$ cat src/rtl/qam_pkg.sv
// qam_pkg: shared types and constants for the QAM symbol mapper.
// Holds the symbol struct, FSM state codes and default symbol length.
package qam_pkg;

  localparam int SYM_LEN_DEF = 64;

  typedef struct packed {
    logic sin_neg;
    logic cos_neg;
  } qam_sym_t;

  typedef logic [0:0] qam_state_t;

  localparam qam_state_t IDLE = 1'b0;
  localparam qam_state_t RUN  = 1'b1;

endpackage

$ cat src/rtl/qam_bit_pair_assembler.sv
// qam_bit_pair_assembler: packs bit pairs into symbols plus a one-deep
// pending buffer; ports: bit handshake in, pend_* / sym_* to timing logic.
module qam_bit_pair_assembler
  import qam_pkg::*;
(
  input  logic     clk,
  input  logic     rst,
  input  logic     bit_in,
  input  logic     bit_valid,
  output logic     bit_ready,
  input  logic     pend_pop,
  input  logic     fwd_take,
  output logic     pend_valid,
  output qam_sym_t pend_sym,
  output logic     sym_done,
  output qam_sym_t sym_new
);

  logic half_full;
  logic sin_bit;
  logic fire;
  logic pend_wr;

  // A completing bit with the buffer full would have nowhere to go.
  assign bit_ready = rst & ~(half_full & pend_valid);
  assign fire      = bit_valid & bit_ready;
  assign sym_done  = fire & half_full;

  assign sym_new.sin_neg = sin_bit;
  assign sym_new.cos_neg = bit_in;

  // A symbol taken straight to the outputs bypasses the buffer.
  assign pend_wr = sym_done & ~fwd_take;

  always_ff @(posedge clk or negedge rst) begin
    if (!rst) begin
      half_full  <= 1'b0;
      sin_bit    <= 1'b0;
      pend_valid <= 1'b0;
      pend_sym   <= '0;
    end else begin
      if (fire) begin
        half_full <= ~half_full;
        if (!half_full) begin
          sin_bit <= bit_in;
        end
      end
      if (pend_wr) begin
        pend_valid <= 1'b1;
        pend_sym   <= sym_new;
      end else if (pend_pop) begin
        pend_valid <= 1'b0;
      end
    end
  end

endmodule

$ cat src/rtl/qam_symbol_mapper.sv
// qam_symbol_mapper: bit stream to 4-QAM signs, SYM_LEN clocks/symbol.
// Ports: bit_* handshake, elojel_sin/cos, tx_active, sym_strobe, underrun.
// Define QAM_DIFF_ENC_EN for differential encoding of the signs.
module qam_symbol_mapper
  import qam_pkg::*;
#(
  parameter int SYM_LEN = SYM_LEN_DEF,
  parameter int CW      = $clog2(SYM_LEN)
) (
  input  logic clk,
  input  logic rst,
  input  logic bit_in,
  input  logic bit_valid,
  output logic bit_ready,
  output logic elojel_sin,
  output logic elojel_cos,
  output logic tx_active,
  output logic sym_strobe,
  output logic underrun
);

  qam_state_t    state;
  logic [CW-1:0] sym_cnt;
  qam_sym_t      out_sym;

  logic     pend_valid;
  logic     sym_done;
  logic     pend_pop;
  logic     fwd_take;
  logic     bnd;
  logic     load;
  qam_sym_t pend_sym;
  qam_sym_t sym_new;
  qam_sym_t nxt_sym;
  qam_sym_t nxt_out;

  qam_bit_pair_assembler u_asm (
    .clk        (clk),
    .rst        (rst),
    .bit_in     (bit_in),
    .bit_valid  (bit_valid),
    .bit_ready  (bit_ready),
    .pend_pop   (pend_pop),
    .fwd_take   (fwd_take),
    .pend_valid (pend_valid),
    .pend_sym   (pend_sym),
    .sym_done   (sym_done),
    .sym_new    (sym_new)
  );

  assign bnd = (state == RUN) &&
               (sym_cnt == CW'(SYM_LEN - 1));

  always_comb begin
    pend_pop = 1'b0;
    fwd_take = 1'b0;
    nxt_sym  = pend_sym;
    unique case (1'b1)
      (state == IDLE): begin
        pend_pop = pend_valid;
      end
      bnd: begin
        pend_pop = pend_valid;
        // Empty buffer: a pair finishing right now still makes it.
        fwd_take = ~pend_valid & sym_done;
        if (!pend_valid) begin
          nxt_sym = sym_new;
        end
      end
      default: begin
      end
    endcase
  end

  assign load = pend_pop | fwd_take;

`ifdef QAM_DIFF_ENC_EN
  // out_sym doubles as the previous transmitted sign per axis.
  assign nxt_out = nxt_sym ^ out_sym;
`else
  assign nxt_out = nxt_sym;
`endif

  always_ff @(posedge clk or negedge rst) begin
    if (!rst) begin
      state      <= IDLE;
      sym_cnt    <= '0;
      out_sym    <= '0;
      sym_strobe <= 1'b0;
      underrun   <= 1'b0;
    end else begin
      sym_strobe <= load;
      underrun   <= bnd & ~load;
      if (load) begin
        out_sym <= nxt_out;
      end
      unique case (state)
        IDLE: begin
          sym_cnt <= '0;
          if (load) begin
            state <= RUN;
          end
        end
        RUN: begin
          if (bnd) begin
            sym_cnt <= '0;
            if (!load) begin
              state <= IDLE;
            end
          end else begin
            sym_cnt <= sym_cnt + CW'(1);
          end
        end
        default: begin
          state <= IDLE;
        end
      endcase
    end
  end

  assign elojel_sin = out_sym.sin_neg;
  assign elojel_cos = out_sym.cos_neg;
  assign tx_active  = (state == RUN);

endmodule

$ cat config.mk
export PLATFORM = sky130hd
export DESIGN_NAME = qam_symbol_mapper
export DESIGN_NICKNAME = d
export VERILOG_FILES = /design/src/rtl/qam_pkg.sv /design/src/rtl/qam_bit_pair_assembler.sv /design/src/rtl/qam_symbol_mapper.sv
export SDC_FILE = /design/constraint.sdc
export NUM_CORES = 1
export LEC_CHECK = 0
export CAP_MARGIN = 40
export CORE_AREA = 2 2 39 41
export DETAILED_ROUTE_END_ITERATION = 6
export DIE_AREA = 0 0 41 43
export GPL_TIMING_DRIVEN = 0
export PLACE_DENSITY = 0.82
export SLEW_MARGIN = 10
export SYNTH_ARGS = -nofsm -noshare
export SYNTH_HDL_FRONTEND = slang
export SYNTH_SLANG_ARGS = --single-unit
export TNS_END_PERCENT = 50
$ cat constraint.sdc
create_clock -name clk -period 2.4 [get_ports clk]
set_input_delay 0.48 -clock clk [delete_from_list [all_inputs] [get_ports clk]]
set_output_delay 0.48 -clock clk [all_outputs]
set_load 0.02 [all_outputs]
==> results of run 1 <==
worst max-delay path, cell delays in order:
cell and delay (ns):
sky130_fd_sc_hd__buf_2 0.34, sky130_fd_sc_hd__a21boi_0 0.23, sky130_fd_sc_hd__clkdlybuf4s50_1 0.63
state kept, by name (all words and copies together), names as in the netlist:
signal	flops
elojel_cos	1
elojel_sin	1
sym_cnt	6
sym_strobe	1
tx_active	1
u_asm.half_full	1
u_asm.pend_sym	2
u_asm.pend_valid	1
u_asm.sin_bit	1
underrun	1
routing by layer:
layer  track usage  vias to the layer above
li1              -                      223
met1         0.198                      214
met2         0.231                        9
met3        0.0314                        4
met4         0.120                        0
met5             0                        -
cell usage after synthesis (all sizes together):
| library cell | instances |
|---|---|
| a21boi | 1 |
| a21o | 1 |
| a21oi | 2 |
| a41oi | 1 |
| and2 | 3 |
| and3 | 1 |
| dfrtp | 16 |
| ha | 1 |
| inv | 2 |
| mux2 | 5 |
| mux2i | 2 |
| nand2 | 5 |
| nand3 | 3 |
| nand4 | 1 |
| nor2 | 8 |
| nor2b | 1 |
| o21ai | 1 |
| xnor2 | 2 |
| xor2 | 2 |
power by group through the flow:
stage	clock network (mW)	registers [mW]	logic, mW
final	0.175	0.333	0.102
after global routing	0.189	0.340	0.112
after CTS	0.180	0.333	0.105
after detailed placement	0	0.338	0.104
after global placement	0	0.337	0.101
after floorplan	0	0.333	0.0733
through the flow:
step | std cells | utilization | setup WS, ns | area, µm² | power [mW]
2_1_floorplan | 58 | - | 0.835 | 699 | 0.406
3_3_place_gp | 83 | 0.585 | -0.473 | 810 | 0.438
3_5_place_dp | 83 | 0.585 | -0.483 | 810 | 0.443
4_1_cts | 87 | 0.612 | 0.0647 | 847 | 0.617
5_1_grt | 87 | 0.608 | 0.0845 | 841 | 0.642
6_report | 87 | 0.608 | 0.237 | 841 | 0.610
kinds of logic after synthesis:
group | after synthesis | synth area share
buffers and inverters | 2 | 0.0107
AND/OR/NAND/NOR | 22 | 0.174
XOR/XNOR | 4 | 0.0501
adder cells (fa/ha/maj) | 1 | 0.0179
flip-flops | 16 | 0.572
AO/OA/AOI/OAI | 6 | 0.0555
multiplexers | 7 | 0.120
final cells by class:
class | count | area (µm²) | area share
flip-flops and latches | 16 | 400 | 0.476
clock buffers | 4 | 36.3 | 0.0432
well taps | 16 | 20.0 | 0.0238
inverters | 2 | 7.51 | 0.00893
repair buffers | 9 | 85.1 | 0.101
multi-input cells | 40 | 292 | 0.347
final timing paths:
| check | slack, ns | end |
|---|---|---|
| min in group clk | 0.47 | sym_cnt[0] |
| worst min register to register | 0.47 | sym_cnt[0] |
| worst min-delay path | 0.11 | sym_cnt[1] |
| worst max-delay path | 0.24 | bit_ready |
| max in group asynchronous | 2.00 | u_asm.half_full |
| worst max register to register | 0.75 | elojel_cos |
==> metrics list, run 1 <==
* Setup repair after global routing missed its margin: false
* Worst-case headroom to the max-slew limit: 0.729
* Final net count: 77
* Final WL: 1020 µm
- CP endpoint kind: output port
- For the worst setup path, the data arrival time is 1.68 ns.
- Maximum ir drop on the vdd rail: 0.000469 V
* Die footprint: 1760 µm²
- The number of hold-slack violations in the final timing report came to 0.
* Antenna Diode Count: 0
- Run status: completed
* Reg power frac: 0.546
- Site Rows: 14
* Worst Path Required: 1.92 ns
* Worst setup path startpoint: rst
- The worst setup path is launched from an input port.
* Final weighted congestion in routability-driven placement: 0.693
- Post-Syn Nets: 63
* Post-route DRC: 0
- The worst setup path is of the input port to output port kind.
* Remaining Overflow, GRT: 0
- The worst register-to-register path has a depth of 5.
- Buffers added on ports: 9
- Max layer used: met4
- Synthesis-stage register bit count: 16
* Switching power: 154 µW
* Post-route minimum period: 2.16 ns
* Switching share of total power: 0.252
* Count of final setup violators: 0
- Leaving out fill and tap cells, the most frequent cell in the layout is sky130_fd_sc_hd__dfrtp_1.
- Across every metal layer, demand over resource in global routing totals 0.159.
- Area fraction of the dominant cell type after synthesis: 0.572
- Buffers inserted during clock tree synthesis total 3.
- In this run the remaining antenna-violating nets after routing total 0.
- Clock network fraction of design power: 0.286
- Routed met1 length: 454 µm
* Number of gates resized after CTS: 3
- Clock latency on the worst-skew pair, taken at its later pin, is 0.29 ns.
- The detailed router finished its first iteration with 4 violations.
* Global-route wire length before repair: 1840 µm
- Distinct cell type count after synthesis: 20
- Maximum Capacitance Violations: 0
- After technology mapping, the gate count stands at 58.
- Die Y-Extent: 43 µm
* Via count of the first global-routing pass: 439
- In the final routed layout, each cell accounts on average for 11.7 µm.
* Total standard cell area after synthesis: 699 µm²
* Die Wd: 41 µm
- Share of the yosys chip area belonging to registers: 0.572
* CTS tree: done
- By area the synthesized netlist is led by sky130_fd_sc_hd__dfrtp_1, sky130_fd_sc_hd__mux2_2, sky130_fd_sc_hd__mux2_4, sky130_fd_sc_hd__nor2_1, sky130_fd_sc_hd__nand4_4.
- The number of antenna violations at the first check in global routing was 0.
- DR WL met3: 38 µm
- Worst min-delay path category: input port to asynchronous set/reset pin
- Counting along the longest clock path gives a buffer depth of 2.
- Tightest hold margin: 0.105 ns
- Final slew viol count: 0
- For this configuration, the core starts out at a cell density of 0.505.
- Final setup TNS: 0 ns
* Filler cell count in the final layout: 107
* CTS root buffer: sky130_fd_sc_hd__clkbuf_4
* Portion of total power attributed to combinational logic: 0.167
* Peak clock frequency supported by timing: 0.462 GHz
* Number of H-tree levels: 1
- The floorplan step defined a core boundary enclosing 1380 µm².
- Entering global routing, the biggest net connects 22 pins.
- Count of clock tree sinks: 16
* Number of buffers inserted by hold repair at cts: 0
* Leak pwr: 0.378 nW
* Warnings, synthesis: 0
- Fraction of final layout cells sized beyond drive strength 1: 0.169
- Detailed routing placed a total of 490 µm of wire on met2.
- In this run the power density over the cells is 725 nW/µm².
* Area growth from synthesis to layout: 20.2%
- Most frequent cells in the layout: sky130_fd_sc_hd__dfrtp_1, sky130_fd_sc_hd__nor2_1, sky130_fd_sc_hd__clkdlybuf4s50_1
- Once the clock tree was built, the setup fixing pass inserted 0 buffers.
- For the final database, setup skew stands at 0.00600 ns.
- Post-synthesis cell type with the largest combined area: sky130_fd_sc_hd__dfrtp_1
* Cell internal pwr: 456 µW
- In this run the count of I/O pins placed on the die edge is 10.
- Worst Path Max Fanout: 21
* Per-instance average area after synthesis: 12.1 µm²
- The final route contains 450 vias.
- HPWL after detailed placement: 780 µm
- The startpoint identified for the worst register-to-register timing path is sym_cnt[0].
* Slew of the pin with the lowest slew margin: 0.406 ns
- Total iterations of the first detailed-routing run: 4
- Period Utilization, post-route: 0.901
* Clock-pin slew reported for the worst setup and hold paths after clock tree synthesis: 0.09 ns
- Average vias per placed instance: 5.17
(Power assumes the default switching activity.)
==> run 2, diff against run 1 <==
--- a/config.mk
+++ b/config.mk
@@ -7,6 +7,7 @@
 export LEC_CHECK = 0
 export CAP_MARGIN = 40
 export CORE_AREA = 2 2 39 41
+export CTS_CLUSTER_SIZE = 16
 export DETAILED_ROUTE_END_ITERATION = 6
 export DIE_AREA = 0 0 41 43
 export GPL_TIMING_DRIVEN = 0
@@ -15,4 +16,4 @@
 export SYNTH_ARGS = -nofsm -noshare
 export SYNTH_HDL_FRONTEND = slang
 export SYNTH_SLANG_ARGS = --single-unit
-export TNS_END_PERCENT = 50
+export TNS_END_PERCENT = 20
==> results of run 2 <==
No change in the layout: final DEF, timing and power equal those of run 1.
